$ cat config.mk
export PLATFORM = sky130hd
export DESIGN_NAME = program_loader
export DESIGN_NICKNAME = d
export VERILOG_FILES = /design/src/rtl/program_loader_pkg.sv /design/src/rtl/program_loader.sv
export SDC_FILE = /design/constraint.sdc
export NUM_CORES = 1
export LEC_CHECK = 0
export BUFFER_PORTS_ARGS = -buffer_cell sky130_fd_sc_hd__buf_2
export CAP_MARGIN = 20
export CORE_MARGIN = 3
export CORE_UTILIZATION = 30
export CTS_BUF_LIST = sky130_fd_sc_hd__clkbuf_4 sky130_fd_sc_hd__clkbuf_8 sky130_fd_sc_hd__clkbuf_16
export CTS_CLUSTER_DIAMETER = 120
export DETAILED_ROUTE_END_ITERATION = 10
export GPL_ROUTABILITY_DRIVEN = 0
export GPL_TIMING_DRIVEN = 0
export PLACE_DENSITY_LB_ADDON = 0.08
export SLEW_MARGIN = 20
export SYNTH_ARGS = -nofsm -noshare
export SYNTH_HDL_FRONTEND = slang
export SYNTH_SLANG_ARGS = --single-unit
$ cat constraint.sdc
create_clock -name clock -period 2 [get_ports clock]
set_input_delay 0.2 -clock clock [delete_from_list [all_inputs] [get_ports clock]]
set_output_delay 0.2 -clock clock [all_outputs]
set_load 0.02 [all_outputs]
$ cat src/rtl/program_loader_pkg.sv
// Shared types and frame-format constants for the program RAM loader.
package program_loader_pkg;

   typedef enum logic [2:0] {
      S_IDLE,
      S_LEN,
      S_DATA,
      S_CSUM,
      S_DONE,
      S_ERR
   } state_t;

   localparam logic [7:0] START_DEFAULT = 8'hA5;
   localparam logic [7:0] LEN_MIN       = 8'd1;

endpackage

$ cat src/rtl/program_loader.sv
// Framed byte-stream loader for the CPU program RAM; holds the CPU in reset until commit.
// Optional inter-byte timeout enabled by defining PROGRAM_LOADER_TIMEOUT_EN.
module program_loader
   import program_loader_pkg::*;
#(
   parameter int         ADDR_W         = 4,
   parameter logic [7:0] START_BYTE     = START_DEFAULT,
   parameter int         TIMEOUT_CYCLES = 1024
) (
   input  logic              clock,
   input  logic              reset,
   input  logic              in_valid,
   input  logic [7:0]        in_data,
   output logic              in_ready,
   output logic              load_ram,
   output logic [ADDR_W-1:0] load_addr,
   output logic [7:0]        load_data,
   output logic              cpu_reset,
   output logic              busy,
   output logic              done,
   output logic              error
);

   localparam int DEPTH = 1 << ADDR_W;

   state_t            state, state_n;
   logic              rdy;
   logic [8:0]        cnt;
   logic [ADDR_W-1:0] addr;
   logic [7:0]        sum;
   logic              acc;
   logic              len_bad;
   logic              in_frame;

   assign acc      = in_valid && rdy;
   assign len_bad  = (in_data < LEN_MIN) || (32'(in_data) > 32'(DEPTH));
   assign in_frame = (state == S_LEN) || (state == S_DATA) || (state == S_CSUM);

   assign in_ready  = rdy;
   assign busy      = in_frame;
   assign done      = (state == S_DONE);
   assign error     = (state == S_ERR);
   assign cpu_reset = (state == S_DONE);

`ifdef PROGRAM_LOADER_TIMEOUT_EN
   localparam int TMO_W = $clog2(TIMEOUT_CYCLES + 1);
   logic [TMO_W-1:0] tmo;
   logic             tmo_hit;

   assign tmo_hit = in_frame && !acc && (tmo == TMO_W'(TIMEOUT_CYCLES - 1));

   always_ff @(posedge clock or negedge reset) begin
      if (!reset)              tmo <= '0;
      else if (!in_frame || acc) tmo <= '0;
      else                     tmo <= tmo + 1'b1;
   end
`else
   logic        tmo_hit;
   logic [31:0] unused_tmo;
   assign tmo_hit    = 1'b0;
   assign unused_tmo = 32'(TIMEOUT_CYCLES);
`endif

   always_ff @(posedge clock or negedge reset) begin
      if (!reset) state <= S_IDLE;
      else        state <= state_n;
   end

   always_comb begin
      state_n = state;
      case (state)
         S_IDLE, S_DONE, S_ERR:
            if (acc && in_data == START_BYTE) state_n = S_LEN;
         S_LEN:
            if (acc) state_n = len_bad ? S_ERR : S_DATA;
         S_DATA:
            if (acc && cnt == 9'd1) state_n = S_CSUM;
         S_CSUM:
            if (acc) state_n = (in_data == sum) ? S_DONE : S_ERR;
         default:
            state_n = S_IDLE;
      endcase
      if (tmo_hit) state_n = S_ERR;
   end

   // Strobe is registered so RAM sees a clean one-cycle write after acceptance.
   always_ff @(posedge clock or negedge reset) begin
      if (!reset) begin
         rdy       <= 1'b0;
         cnt       <= '0;
         addr      <= '0;
         sum       <= '0;
         load_ram  <= 1'b0;
         load_addr <= '0;
         load_data <= '0;
      end else begin
         rdy      <= 1'b1;
         load_ram <= 1'b0;
         if (state == S_LEN && acc) begin
            cnt  <= {1'b0, in_data};
            addr <= '0;
            sum  <= '0;
         end
         if (state == S_DATA && acc) begin
            load_ram  <= 1'b1;
            load_addr <= addr;
            load_data <= in_data;
            addr      <= addr + 1'b1;
            sum       <= sum + in_data;
            cnt       <= cnt - 9'd1;
         end
      end
   end

endmodule
==> results of run 1 <==
flip-flops by register name (all words and copies together) (netlist names):
signal,cells
sum,8
in_ready,1
load_data,8
cnt,9
load_ram,1
load_addr,4
addr,4
state,3
worst max-delay path by stage:
stage / slack (ns) / cells past startpoint / startpoint / to
floorplan: 0.1 / 8 / sum[0]$_DFFE_PN0P_ / sum[6]$_DFFE_PN0P_
global placement: -0.05 / 8 / sum[0]$_DFFE_PN0P_ / sum[6]$_DFFE_PN0P_
detailed placement: -0.05 / 9 / in_data[0] / sum[6]$_DFFE_PN0P_
CTS: 0.05 / 8 / sum[0]$_DFFE_PN0P_ / sum[6]$_DFFE_PN0P_
global route: 0.01 / 8 / sum[0]$_DFFE_PN0P_ / sum[6]$_DFFE_PN0P_
finish: 0.12 / 8 / sum[0]$_DFFE_PN0P_ / sum[6]$_DFFE_PN0P_
layer usage:
layer	vias to the layer above	track usage, %	part of all wire (%)	wire, µm
met4	0	3.846	0.86	44
met5	-	0	0	0
met1	810	20.21	49	2497
met3	4	2.886	3.9	200
li1	856	-	-	-
met2	33	23.66	47	2387
area by class of cell:
cell class,count,area (µm²)
plain buffers,9,46.29
clock buffers,5,68.82
clock inverters,3,45.04
fillers,696,4049
inverters,10,37.54
multi-input cells,170,1017
flip-flops and latches,38,950.9
well taps,77,96.34
repair buffers,29,147.6
cell families after synthesis:
logic type / share of synthesized area, %
flip-flops: 46.71
AO/OA/AOI/OAI: 16.23
multiplexers: 0.4917
adder cells (fa/ha/maj): 7.130
XOR/XNOR: 3.442
AND/OR/NAND/NOR: 21.82
other: 0.1842
buffers and inverters: 3.995
metrics by stage:
| step | cells | hold WS (ns) |
|---|---|---|
| final | 341 | 0.02326 |
| after global routing | 341 | 0.09213 |
| after CTS | 340 | 0.06283 |
| after detailed placement | 332 | 0.3891 |
| after global placement | 332 | 0.3859 |
| after floorplan | 227 | -0.09559 |
cells in the mapped netlist (all sizes together) (2+ instances only):
| cell type | count | area share (%) |
|---|---|---|
| ha | 10 | 6.1 |
| nor2 | 19 | 3.6 |
| a21oi | 12 | 3.0 |
| buf | 6 | 1.6 |
| nand2b | 2 | 0.98 |
| clkbuf | 3 | 0.55 |
| dfrtp | 38 | 47 |
| or3 | 3 | 0.92 |
| nand2 | 52 | 9.7 |
| inv | 10 | 1.8 |
| a31oi | 2 | 0.61 |
| a221o | 3 | 1.5 |
| nor3 | 5 | 1.8 |
| xor2 | 4 | 1.7 |
| o22ai | 3 | 0.92 |
| o21a | 2 | 0.74 |
| o21ai | 17 | 4.2 |
| a22o | 4 | 1.7 |
| o21bai | 2 | 0.74 |
| nand3 | 7 | 1.7 |
| o32ai | 2 | 0.86 |
| xnor2 | 4 | 1.7 |
| nor4 | 3 | 0.92 |
| a21o | 2 | 0.74 |
| nand4 | 2 | 0.61 |
report_power, final:
| part | total, mW | internal (mW) | switching, mW |
|---|---|---|---|
| sequential | 0.780 | 0.773 | 0.00709 |
| clock | 0.683 | 0.372 | 0.311 |
| combinational | 0.114 | 0.0370 | 0.0767 |
repair_timing:
action | in CTS | in global routing
resized for setup | 2 | 4
endpoints found under the setup margin | 1 | 10
pin swaps | 0 | 2
buffers inserted | 0 | 1
hold buffers | 0 | 0
==> results.sh, run 1 <==
export IMPL_synth_distinct_cells=41
export IMPL_hp_class="input port to asynchronous set/reset pin"
export IMPL_grt_pass1_vias=1688
export IMPL_vias=1703
export IMPL_min_period_ns=1.875
export IMPL_synth_async_reset_ratio_pct=100.0
export IMPL_rrSetupSlack_ns=0.12
export IMPL_gr_total_overflow=0
export IMPL_clock_latency_ns=0.29
export IMPL_worstPathMaxFanout=2
export IMPL_nets=285
export IMPL_via_per_inst=4.994
export IMPL_cp_end_kind="flop"
export IMPL_r2r_end="sum[6]$_DFFE_PN0P_"
export IMPL_arrival_ns=2.05
export IMPL_n_antenna_cell=0
export IMPL_die_y_um=88.38
export IMPL_relSlewSlack_pct=40.25
export IMPL_post_dp_hpwl_mm=3.580
export IMPL_tightest_slew_ns=0.8962
export IMPL_grt_pass1_wl_mm=8.735
export IMPL_cts_clk_slew_worst_paths_ns=0.09
export IMPL_max_cap_violations=0
export IMPL_dp_slack_ns=-0.04697
export IMPL_placed_cell_area_mm2=0.002272
export IMPL_rsz0062_at_grt="false"
export IMPL_first_pass_iters=5
export IMPL_antenna_found_initial=0
export IMPL_final_util_pct=37.31
export IMPL_rows=29
export IMPL_final_setup_skew_ns=0.007105
export IMPL_synth_area_mm2=0.002036
export IMPL_power_mw=1.576
export IMPL_cts_max_level=2
export IMPL_syn_nets=249
export IMPL_die_w_um=88.38
export IMPL_slew_viol_final=0
export IMPL_die_area_mm2=0.007810
export IMPL_cts_tree="done"
export IMPL_synth_edf_count=0
export IMPL_clock_root_buffer="clkbuf_8"
export IMPL_power_density_mw_per_mm2=654.2
export IMPL_layout_common_cells="51 x nand2_1, 38 x dfrtp_1, 32 x buf_2"
export IMPL_cp_slowest_stage_delay_ns=0.39
export IMPL_crit_buf_inv=0
export IMPL_rr_startpoint="sum[0]$_DFFE_PN0P_"
export IMPL_gr_usage_all_layers_pct=14.67
export IMPL_ir_drop_mv=0.3771
export IMPL_critPathKind="flop to flop"
export IMPL_ys_ff_latch=38
export IMPL_ios=29
export IMPL_synthCells=227
export IMPL_crit_family="compound AO/OA/AOI/OAI gates"
export IMPL_timing_final_crit_share_pct=93.76
export IMPL_crit_chain="ha_2, fa_2, a21o_1, a21oi_2, o21bai_1, a21oi_1, xor2_1, o21ai_1"
export IMPL_avgSynthCellArea_um2=8.968
export IMPL_grt_start_max_net_pins=39
export IMPL_fin_ws_ns=0.1249
export IMPL_required_ns=2.17
export IMPL_wl_mm=5.129
export IMPL_status="complete, no violations"
export IMPL_final_common_cell="nand2_1"
export IMPL_final_area_mm2=0.002410
export IMPL_remaining_drc_errors=0
export IMPL_p_leak_nw=1.215
export IMPL_cts_made_buffers=5
export IMPL_drive_gt1_share_pct=19.32
export IMPL_max_freq_ghz=0.5333
export IMPL_cts_buffer_depth=2
export IMPL_synth_ff_type="dfrtp_1"
export IMPL_drtAntennaViolNets=0
export IMPL_start_util_pct=31.52
export IMPL_hold_viol=0
export IMPL_drtIter0Drc=92
export IMPL_io_buffers=28
export IMPL_yosysSeqAreaShare_pct=46.71
export IMPL_wire_per_inst_um=15.04
export IMPL_worstSetupStartpointType="flop"
export IMPL_core_area_mm2=0.006459
export IMPL_r2r_cells=8
export IMPL_slowest_stage="dfrtp_1"
export IMPL_area_growth_pct=18.38
export IMPL_clock_sinks=38
export IMPL_tns_ns=0
export IMPL_yosysWarnings=0
export IMPL_setup_viol_count_final=0
No activity file was read; power rests on OpenSTA's default activity.
==> run 2, diff against run 1 <==
--- a/config.mk
+++ b/config.mk
@@ -8,7 +8,7 @@
 export BUFFER_PORTS_ARGS = -buffer_cell sky130_fd_sc_hd__buf_2
 export CAP_MARGIN = 20
 export CORE_MARGIN = 3
-export CORE_UTILIZATION = 30
+export CORE_UTILIZATION = 45
 export CTS_BUF_LIST = sky130_fd_sc_hd__clkbuf_4 sky130_fd_sc_hd__clkbuf_8 sky130_fd_sc_hd__clkbuf_16
 export CTS_CLUSTER_DIAMETER = 120
 export DETAILED_ROUTE_END_ITERATION = 10
==> run 2 against run 1 <==
Against the previous run: the run now ends with hold timing left; register-to-register slack about the same; combinational power is essentially flat; total power rose by 7.3%; first-iteration DRC count grew 25%; clock skew shrank 0.0012 ns; clock power is 17% higher; maximum frequency down 0.61%; via count is 0.29% lower; cell count shrank 7.9%.
==> results.sh, run 2 (same netlist as run 1, synthesis figures left out) <==
export IMPL_rrSetupSlack_ns=0.11
export IMPL_critPathKind="flop to flop"
export IMPL_clock_root_buffer="clkbuf_8"
export IMPL_start_util_pct=48.79
export IMPL_p_seq_share_pct=46.1
export IMPL_arrival_ns=2.05
export IMPL_violations="hold timing"
export IMPL_cts_tree="done"
export IMPL_tightest_slew_ns=0.8375
export IMPL_io_buffers=28
export IMPL_core_area_mm2=0.004173
export IMPL_nets=285
export IMPL_via_per_inst=5.408
export IMPL_vias=1698
export IMPL_max_freq_ghz=0.5301
export IMPL_status="finished with violations"
export IMPL_rsz0062_at_grt="false"
export IMPL_gr_total_overflow=0
export IMPL_drtAntennaViolNets=0
export IMPL_netSwitchingFraction_pct=22.57
export IMPL_wire_per_inst_um=14.93
export IMPL_clock_latency_ns=0.30
export IMPL_grt_pass1_vias=1652
export IMPL_slowest_stage="dfrtp_1"
export IMPL_top_regs="cnt: 9 flops, load_data: 8 flops, sum: 8 flops"
export IMPL_p_leak_nw=1.229
export IMPL_layout_common_cells="51 x nand2_1, 38 x dfrtp_1, 32 x buf_2"
export IMPL_pwr_share_clk_pct=47.2
export IMPL_comb_power_share_pct=6.7
export IMPL_relSlewSlack_pct=44.17
export IMPL_regMostFlops="cnt"
export IMPL_setup_viol_count_final=0
export IMPL_remaining_drc_errors=0
export IMPL_cts_max_level=2
export IMPL_area_growth_pct=17.64
export IMPL_cts_clk_slew_worst_paths_ns=0.08
export IMPL_n_antenna_cell=0
export IMPL_die_area_mm2=0.005367
export IMPL_ir_drop_mv=0.3904
export IMPL_max_cap_violations=0
export IMPL_ios=29
export IMPL_slew_viol_final=0
export IMPL_cts_buffer_depth=2
export IMPL_drive_gt1_share_pct=19.32
export IMPL_gr_usage_all_layers_pct=19.83
export IMPL_power_switching_uw=382.0
export IMPL_drtIter0Drc=115
export IMPL_grt_pass1_wl_mm=8.059
export IMPL_placed_cell_area_mm2=0.002238
export IMPL_crit_chain="ha_2, fa_2, a21o_1, a21oi_2, o21bai_1, a21oi_1, xor2_1, o21ai_0"
export IMPL_timing_final_crit_share_pct=94.33
export IMPL_internal_power_mw=1.310
export IMPL_power_density_mw_per_mm2=706.6
export IMPL_final_util_pct=57.39
export IMPL_first_pass_iters=4
export IMPL_cts_made_buffers=5
export IMPL_worstSetupStartpointType="flop"
export IMPL_wl_mm=4.687
export IMPL_cp_end_kind="flop"
export IMPL_final_setup_skew_ns=0.005954
export IMPL_post_dp_hpwl_mm=3.300
export IMPL_final_common_cell="nand2_1"
export IMPL_power_mw=1.692
export IMPL_die_y_um=73.26
export IMPL_tns_ns=0
export IMPL_largest_reg_flops=9
export IMPL_fin_ws_ns=0.1134
export IMPL_dp_slack_ns=-0.08394
export IMPL_cp_slowest_stage_delay_ns=0.39
export IMPL_fin_hold_ws_ns=-0.001790
export IMPL_min_period_ns=1.887
export IMPL_hold_viol=5
export IMPL_rows=23
export IMPL_clock_sinks=38
export IMPL_grt_start_max_net_pins=39
export IMPL_antenna_found_initial=0
export IMPL_required_ns=2.16
export IMPL_final_area_mm2=0.002395
export IMPL_die_w_um=73.26
export IMPL_hp_class="input port to asynchronous set/reset pin"
export IMPL_worstPathMaxFanout=2
[run 2: cell count changes in the layout (fill, tap and decap cells not counted)]
cell / change
o21ai_1: -1
clkinvlp_4: -2
bufinv_16: +1
nor2_4: -1
clkinv_4: +1
nor2_2: +1
o21ai_0: +1
[run 2: per-layer routing]
layer	vias to the layer above	part of all wire (%)	global-route usage [%]
met5	-	0	0
met4	0	1.5	6.967
met3	6	3.7	4.514
met2	32	46	29.59
met1	794	49	28.28
li1	866	-	-
[run 2: final timing paths]
check,start,end,cells past startpoint
worst max register to register,sum[0]$_DFFE_PN0P_,sum[6]$_DFFE_PN0P_,8
worst max-delay path,sum[0]$_DFFE_PN0P_,sum[6]$_DFFE_PN0P_,8
min in group clock,in_data[0],load_data[0]$_DFFE_PN0P_,3
worst min-delay path,reset,cnt[5]$_DFFE_PN0P_,1
worst min register to register,load_addr[3]$_DFFE_PN0P_,load_addr[3]$_DFFE_PN0P_,2
max in group asynchronous,reset,load_data[0]$_DFFE_PN0P_,1
[run 2: per-stage QoR]
step           hold slack (ns)  instances
3_5_place_dp            0.3649        305
5_1_grt                0.05924        314
3_3_place_gp            0.3603        305
6_report             -0.001790        314
4_1_cts                0.03274        313
2_1_floorplan         -0.09559        227
[run 2: worst max-delay path, delay by kind of cell (launching register included)]
| kind | cells | cell delay, ns |
|---|---|---|
| compound gates | 5 | 0.67 |
| fa+ha+maj | 2 | 0.54 |
| flops | 1 | 0.39 |
| xor+xnor | 1 | 0.14 |
[run 2: power by group through the flow]
stage | Sequential, mW | Combinational, mW | Clock, mW
after floorplan | 0.795 | 0.0574 | 0
after CTS | 0.780 | 0.115 | 0.811
final | 0.780 | 0.113 | 0.799
after global routing | 0.782 | 0.126 | 0.839
after global placement | 0.796 | 0.113 | 0
after detailed placement | 0.796 | 0.114 | 0
[run 2: area by class of cell]
type	count	area [µm²]
plain buffers	9	46.29
clock buffers	5	68.82
clock inverters	3	68.82
fillers	389	1778
inverters	10	37.54
multi-input cells	170	1012
flip-flops and latches	38	950.9
well taps	50	62.56
repair buffers	29	147.6
[run 2: repair_timing]
| action | in CTS | in global routing |
|---|---|---|
| endpoints found under the setup margin | 1 | 2 |
| resized for setup | 2 | 2 |
| pin swaps | 0 | 2 |
| buffers inserted | 0 | 1 |
| hold buffers | 0 | 0 |
